**src/rtl/pokey_pkg.sv**
```systemverilog
// Shared constants for the POKEY audio timer: register map, AUDCTL bits,
// prescaler defaults and the 1.79 MHz reload offsets.
package pokey_pkg;

  localparam int unsigned DIV64_DEF = 28;
  localparam int unsigned DIV15_DEF = 114;
  localparam int unsigned CNT_W     = 9;
  localparam int unsigned JOIN_W    = 17;

  localparam logic [3:0] ADDR_AUDF1  = 4'd0;
  localparam logic [3:0] ADDR_AUDF2  = 4'd2;
  localparam logic [3:0] ADDR_AUDF3  = 4'd4;
  localparam logic [3:0] ADDR_AUDF4  = 4'd6;
  localparam logic [3:0] ADDR_AUDCTL = 4'd8;
  localparam logic [3:0] ADDR_STIMER = 4'd9;

  localparam int unsigned CLK15    = 0;
  localparam int unsigned JOIN34   = 3;
  localparam int unsigned JOIN12   = 4;
  localparam int unsigned CH3_FAST = 5;
  localparam int unsigned CH1_FAST = 6;

  localparam logic [CNT_W-1:0]  FAST_OFS_SINGLE = CNT_W'(3);
  localparam logic [JOIN_W-1:0] FAST_OFS_JOINED = JOIN_W'(6);

  // Only the AUDCTL bits this block acts on are held.
  typedef struct packed {
    logic ch1_fast;
    logic ch3_fast;
    logic join12;
    logic join34;
    logic clk15;
  } audctl_t;

endpackage

```
**src/rtl/pokey_chan_cnt.sv**
```systemverilog
// 9-bit loadable down-counter; load wins over enable, zero flag is combinational.
module pokey_chan_cnt
  import pokey_pkg::*;
(
  input  logic             clk,
  input  logic             nRst,
  input  logic             en,
  input  logic             load,
  input  logic [CNT_W-1:0] load_val,
  output logic             zero_c
);

  logic [CNT_W-1:0] cnt;

  always_ff @(negedge clk or negedge nRst) begin
    if (!nRst)     cnt <= '0;
    else if (load) cnt <= load_val;
    else if (en)   cnt <= cnt - CNT_W'(1);
  end

  assign zero_c = (cnt == '0);

endmodule

```
**src/rtl/pokey_audio_timer.sv**
```systemverilog
// POKEY audio timer: base-clock prescalers, AUDF/AUDCTL registers and the
// four channel down-counters with 16-bit joining and STIMER restart.
module pokey_audio_timer
  import pokey_pkg::*;
#(
  parameter int unsigned DIV64 = DIV64_DEF,
  parameter int unsigned DIV15 = DIV15_DEF
) (
  input  logic       clk,
  input  logic       nRst,
  input  logic       wr_en,
  input  logic [3:0] wr_addr,
  input  logic [7:0] wr_data,
  output logic [3:0] tick,
  output logic       base64,
  output logic       base15
);

  localparam int unsigned P64_W = $clog2(DIV64 + 1);
  localparam int unsigned P15_W = $clog2(DIV15 + 1);

  logic [P64_W-1:0] p64;
  logic [P15_W-1:0] p15;
  logic             wrap64_c, wrap15_c;
  logic [7:0]       audf [4];
  audctl_t          audctl;
  logic             stimer_c, base_en_c;
  logic [3:0]       en_c, fast_c, zero_c, cnt_en, cnt_ld, tick_c;
  logic [1:0]       join_c;
  logic [CNT_W-1:0] load_val [4];
  logic [JOIN_W-1:0] jval_c;

  assign wrap64_c = (p64 == P64_W'(DIV64 - 1));
  assign wrap15_c = (p15 == P15_W'(DIV15 - 1));

  // Free-running prescalers; strobe registered on the wrap edge.
  always_ff @(negedge clk or negedge nRst) begin
    if (!nRst) begin
      p64    <= '0;
      p15    <= '0;
      base64 <= 1'b0;
      base15 <= 1'b0;
    end else begin
      p64    <= wrap64_c ? '0 : p64 + P64_W'(1);
      p15    <= wrap15_c ? '0 : p15 + P15_W'(1);
      base64 <= wrap64_c;
      base15 <= wrap15_c;
    end
  end

  always_ff @(negedge clk or negedge nRst) begin
    if (!nRst) begin
      for (int i = 0; i < 4; i++) audf[i] <= '0;
      audctl <= '0;
    end else if (wr_en) begin
      case (wr_addr)
        ADDR_AUDF1:  audf[0] <= wr_data;
        ADDR_AUDF2:  audf[1] <= wr_data;
        ADDR_AUDF3:  audf[2] <= wr_data;
        ADDR_AUDF4:  audf[3] <= wr_data;
        ADDR_AUDCTL: audctl  <= '{ch1_fast: wr_data[CH1_FAST], ch3_fast: wr_data[CH3_FAST],
                                   join12:   wr_data[JOIN12],   join34:   wr_data[JOIN34],
                                   clk15:    wr_data[CLK15]};
        default: ;
      endcase
    end
  end

  assign stimer_c  = wr_en && (wr_addr == ADDR_STIMER);
  assign base_en_c = audctl.clk15 ? wrap15_c : wrap64_c;
  assign en_c      = {base_en_c, audctl.ch3_fast | base_en_c, base_en_c, audctl.ch1_fast | base_en_c};
  assign fast_c    = {1'b0, audctl.ch3_fast, 1'b0, audctl.ch1_fast};
  assign join_c    = {audctl.join34, audctl.join12};

  // Reload/enable sequencing; joined pairs act as one counter spread over
  // two 9-bit halves, the low half refilling with 255 while the high half borrows.
  always_comb begin
    cnt_en = '0;
    cnt_ld = '0;
    tick_c = '0;
    jval_c = '0;
    for (int i = 0; i < 4; i++) begin
      cnt_en[i]   = en_c[i];
      cnt_ld[i]   = stimer_c | (en_c[i] & zero_c[i]);
      load_val[i] = fast_c[i] ? CNT_W'(audf[i]) + FAST_OFS_SINGLE : CNT_W'(audf[i]);
      tick_c[i]   = en_c[i] & zero_c[i] & ~stimer_c;
    end
    for (int p = 0; p < 2; p++) begin
      if (join_c[p]) begin
        jval_c = JOIN_W'({audf[2*p+1], audf[2*p]}) + (fast_c[2*p] ? FAST_OFS_JOINED : '0);
        cnt_en[2*p+1]   = en_c[2*p] & zero_c[2*p];
        cnt_ld[2*p]     = stimer_c | (en_c[2*p] & zero_c[2*p]);
        cnt_ld[2*p+1]   = stimer_c | (en_c[2*p] & zero_c[2*p] & zero_c[2*p+1]);
        load_val[2*p]   = (stimer_c | zero_c[2*p+1]) ? CNT_W'(jval_c[7:0]) : CNT_W'(255);
        load_val[2*p+1] = jval_c[16:8];
        tick_c[2*p]     = 1'b0;
        tick_c[2*p+1]   = en_c[2*p] & zero_c[2*p] & zero_c[2*p+1] & ~stimer_c;
      end
    end
  end

  for (genvar g = 0; g < 4; g++) begin : g_cnt
    pokey_chan_cnt u_cnt (
      .clk      (clk),
      .nRst     (nRst),
      .en       (cnt_en[g]),
      .load     (cnt_ld[g]),
      .load_val (load_val[g]),
      .zero_c   (zero_c[g])
    );
  end

  always_ff @(negedge clk or negedge nRst) begin
    if (!nRst) tick <= '0;
    else       tick <= tick_c;
  end

endmodule

```
**config.mk**
```make
export PLATFORM = sky130hd
export DESIGN_NAME = pokey_audio_timer
export DESIGN_NICKNAME = d
export VERILOG_FILES = /design/src/rtl/pokey_pkg.sv /design/src/rtl/pokey_chan_cnt.sv /design/src/rtl/pokey_audio_timer.sv
export SDC_FILE = /design/constraint.sdc
export NUM_CORES = 1
export LEC_CHECK = 0
export CORE_ASPECT_RATIO = 1.75
export CORE_MARGIN = 1.5
export CORE_UTILIZATION = 30
export CTS_BUF_LIST = sky130_fd_sc_hd__clkbuf_16
export CTS_CLUSTER_SIZE = 25
export DETAILED_ROUTE_END_ITERATION = 16
export PLACE_DENSITY_LB_ADDON = 0.2
export SYNTH_ARGS = -nofsm -noshare
export SYNTH_HDL_FRONTEND = slang
export SYNTH_SLANG_ARGS = --single-unit
```
**constraint.sdc**
```tcl
create_clock -name clk -period 3.3 [get_ports clk]
set_input_delay 0.825 -clock clk [delete_from_list [all_inputs] [get_ports clk]]
set_output_delay 0.825 -clock clk [all_outputs]
set_load 0.01 [all_outputs]
```
==> results.py <==
metrics = {
    "run_status": {
        "status": "finished with violations",
        "violations": "negative setup slack",
    },
    "cells_and_area": {
        "multiInputGateArea_um2": 3317,
        "final_util_pct": 42.38,
        "num-fill-cells": 1637,
        "drive_above_1_share_pct": 36.73,
        "antenna_cells": 0,
        "syn_to_final_growth_pct": 38.07,
        "seqCellArea_um2": 2277,
        "final_cell_mix": "91 x dfrtn_1, 41 x nand2_1, 35 x nor2_1",
        "fin_area_um2": 7183,
        "layout_commonest_cell": "dfrtn_1",
        "fin_nets": 643,
    },
    "critical_path": {
        "r2r-start": "g_cnt[2].u_cnt.cnt[0]",
        "cp.arrival_ns": 2.22,
        "r2r_end": "g_cnt[3].u_cnt.cnt[7]",
        "ff2ff_setup_slack_ns": 0.65,
        "cp-end-kind": "register",
        "startpoint_type": "input port",
        "path_class": "in2reg",
        "reg2regPathDepth": 9,
        "worst_ep_required_time_ns": 1.85,
        "path_max_fanout": 6,
    },
    "min_path": {
        "holdPathStages": 1,
        "hold_start": "p64[0]",
        "whs_endpoint": "p64[0]",
        "holdCritPathClass": "reg2reg",
    },
    "yosys": {
        "synth_top_area_share_pct": 43.77,
        "synthArstFlopShare_pct": 100.0,
        "ys_warn_count": 0,
        "synth_seq_cells": 91,
        "synth.distinct_cells": 68,
        "syn_area_um2": 5202,
        "syn-num-nets": 559,
        "syn_inst": 529,
        "synth_top_cell_by_area": "dfrtn_1",
        "synth-edff-count": 0,
        "synth.area.top_cells": "dfrtn_1 44%, mux2_2 8.2%, nand2_1 3.5%, xnor2_1 3.4%, ha_1 3.1%",
        "ys_seq_area_share_pct": 43.77,
        "synthFlopType": "dfrtn_1",
        "syn_avg_cell_area_um2": 9.835,
    },
    "floorplanning": {
        "die_area_um2": 18170,
        "row_count": 63,
        "die_y_um": 177.2,
        "start_util_pct": 30.70,
        "core_area_um2": 16950,
        "ioPinCount": 21,
        "die_w_um": 102.5,
    },
    "placed_design": {
        "io_buffers": 20,
        "dpl_worst_slack_ns": -1.280,
        "post-dp-hpwl_mm": 10.52,
        "dpl_cell_area_um2": 6185,
        "gp_congestion": 0.8290,
    },
    "route": {
        "routed_wl_mm": 14.57,
        "ant_nets": 0,
        "drc": 0,
        "dr.pass1.iters": 4,
        "initialDrtViolationCount": 168,
        "viasPerCell": 5.201,
        "num_vias": 4395,
        "post_drt_wl_per_cell_um": 17.24,
    },
    "sta": {
        "hold_violations": 0,
        "slew_violations": 0,
        "final-setup-viol-count": 75,
        "hold_slack_ns": 0.3811,
        "maxSlewHeadroom_pct": 35.67,
        "worst_slew_pin_slew_ns": 0.9576,
        "rsz0062_at_grt": "true",
        "final.setup_skew_ns": 0.008688,
        "fin_ws_ns": -0.3699,
    },
    "global_route": {
        "grt_max_degree": 61,
        "grt_pass1_wl_mm": 23.96,
        "grt_overflow_total": 0,
        "antenna_found_initial": 0,
        "grtUsageTotal_pct": 17.12,
        "first_global_vias": 4662,
    },
    "cts": {
        "cts_tree": "built",
        "cts_buffer_depth": 2,
        "clock-sinks": 91,
        "cts_buffers": 9,
        "clkSlewWorstSetupHoldPaths_ns": 0.05,
        "clock_latency_ns": 0.35,
        "h-tree-depth": 3,
        "hold_buffers": 0,
        "clockRootBuffer": "clkbuf_16",
    },
    "flow_run": {
        "cap_violations": 0,
    },
    "power_and_ir_drop": {
        "p_per_area_nw_per_um2": 593.4,
        "p_total_uw": 4262,
        "cellLeakagePower_uw": 0.002943,
        "vdd_drop_max_uv": 280.8,
    },
}
stage by stage:
step	setup TNS, ns	std cells
after floorplan	-20.52	529
after global placement	-72.19	806
after detailed placement	-73.99	806
after CTS	-12.11	837
after global routing	-14.99	845
final	-12.48	845
critical path, cell delays in order:
cell and delay [ns]:
buf_8 0.09, and3b_2 0.25, nand3b_1 0.18, buf_6 0.20, buf_12 0.14, nand2_4 0.07, buf_4 0.16, o211ai_1 0.09
a22o_1 0.21
metal layers:
metal	wire (um)	global-route usage, %
met1	5474	18.62
met2	8440	33.06
met3	301	2.133
met4	352	5.651
met5	0	0
registers in the layout (all words and copies together), names as in the netlist:
signal,cells
g_cnt.u_cnt.cnt,36
tick,4
p15,7
base64,1
base15,1
audctl,5
p64,5
audf,32
worst max-delay path by stage:
stage	startpoint	to	slack, ns	cells after the start
2_1_floorplan	wr_addr[2]	g_cnt[1].u_cnt.cnt[0]	-0.55	7
3_3_place_gp	wr_addr[2]	g_cnt[0].u_cnt.cnt[1]	-1.24	7
3_5_place_dp	wr_addr[2]	g_cnt[0].u_cnt.cnt[5]	-1.28	8
4_1_cts	wr_addr[2]	g_cnt[1].u_cnt.cnt[6]	-0.38	8
5_1_grt	wr_addr[2]	g_cnt[1].u_cnt.cnt[6]	-0.41	8
6_report	wr_addr[2]	g_cnt[0].u_cnt.cnt[1]	-0.37	9
cell families (layout without fill, tap and decap cells):
| kind of cell | count (synthesis) | in the layout | synth area share [%] |
|---|---|---|---|
| AO/OA/AOI/OAI | 108 | 109 | 14.55 |
| XOR/XNOR | 38 | 38 | 6.397 |
| adder cells (fa/ha/maj) | 15 | 15 | 3.896 |
| buffers and inverters | 40 | 128 | 3.126 |
| flip-flops | 91 | 91 | 43.77 |
| multiplexers | 39 | 39 | 8.418 |
| AND/OR/NAND/NOR | 198 | 198 | 19.84 |
cell usage after synthesis, types with 2 or more instances:
cell and count:
o21ai_0 22, a32oi_1 6, nor4_1 5, dfrtn_1 91, or3_1 5, and4_1 2
buf_1 2, and3_1 6, a21o_1 2, or2_2 4, a21o_2 2, or4_1 2
clkbuf_1 9, and2_1 6, nor3_1 16, and3b_1 2, nor2_1 40, nor3b_1 7
o31ai_2 2, a221o_1 2, xnor2_1 20, nand4_1 7, a22o_1 2, fa_1 2
a211oi_1 4, o22ai_1 3, o31ai_1 5, nor4b_1 2, o22a_1 6, or4b_4 2
a21oi_1 25, o211ai_1 5, xor2_1 18, a221oi_1 2, mux2_2 38, nand3_1 30
o311ai_0 2, nand3b_1 4, nand2_1 49, inv_1 26, ha_1 13, a22oi_1 5
where the power goes:
part / internal (uW) / switching, uW
Clock: 661 / 454
Sequential: 1410 / 370
Combinational: 719 / 648
cell type report:
cell class	instances	share of cell area, %
Timing Repair Buffer	86	12.38
Clock buffer	9	3.135
Inverter	26	1.359
Multi-Input combinational cell	399	46.18
Tap cell	227	3.954
Clock inverter	7	1.289
Sequential cell	91	31.70
repair_timing:
action,4_1_cts,5_1_grt
endpoints found under the setup margin,83,81
setup buffers,13,14
resized for setup,137,39
pin swaps,39,28
gates cloned,3,0
Power figures use the tool's default switching activity.
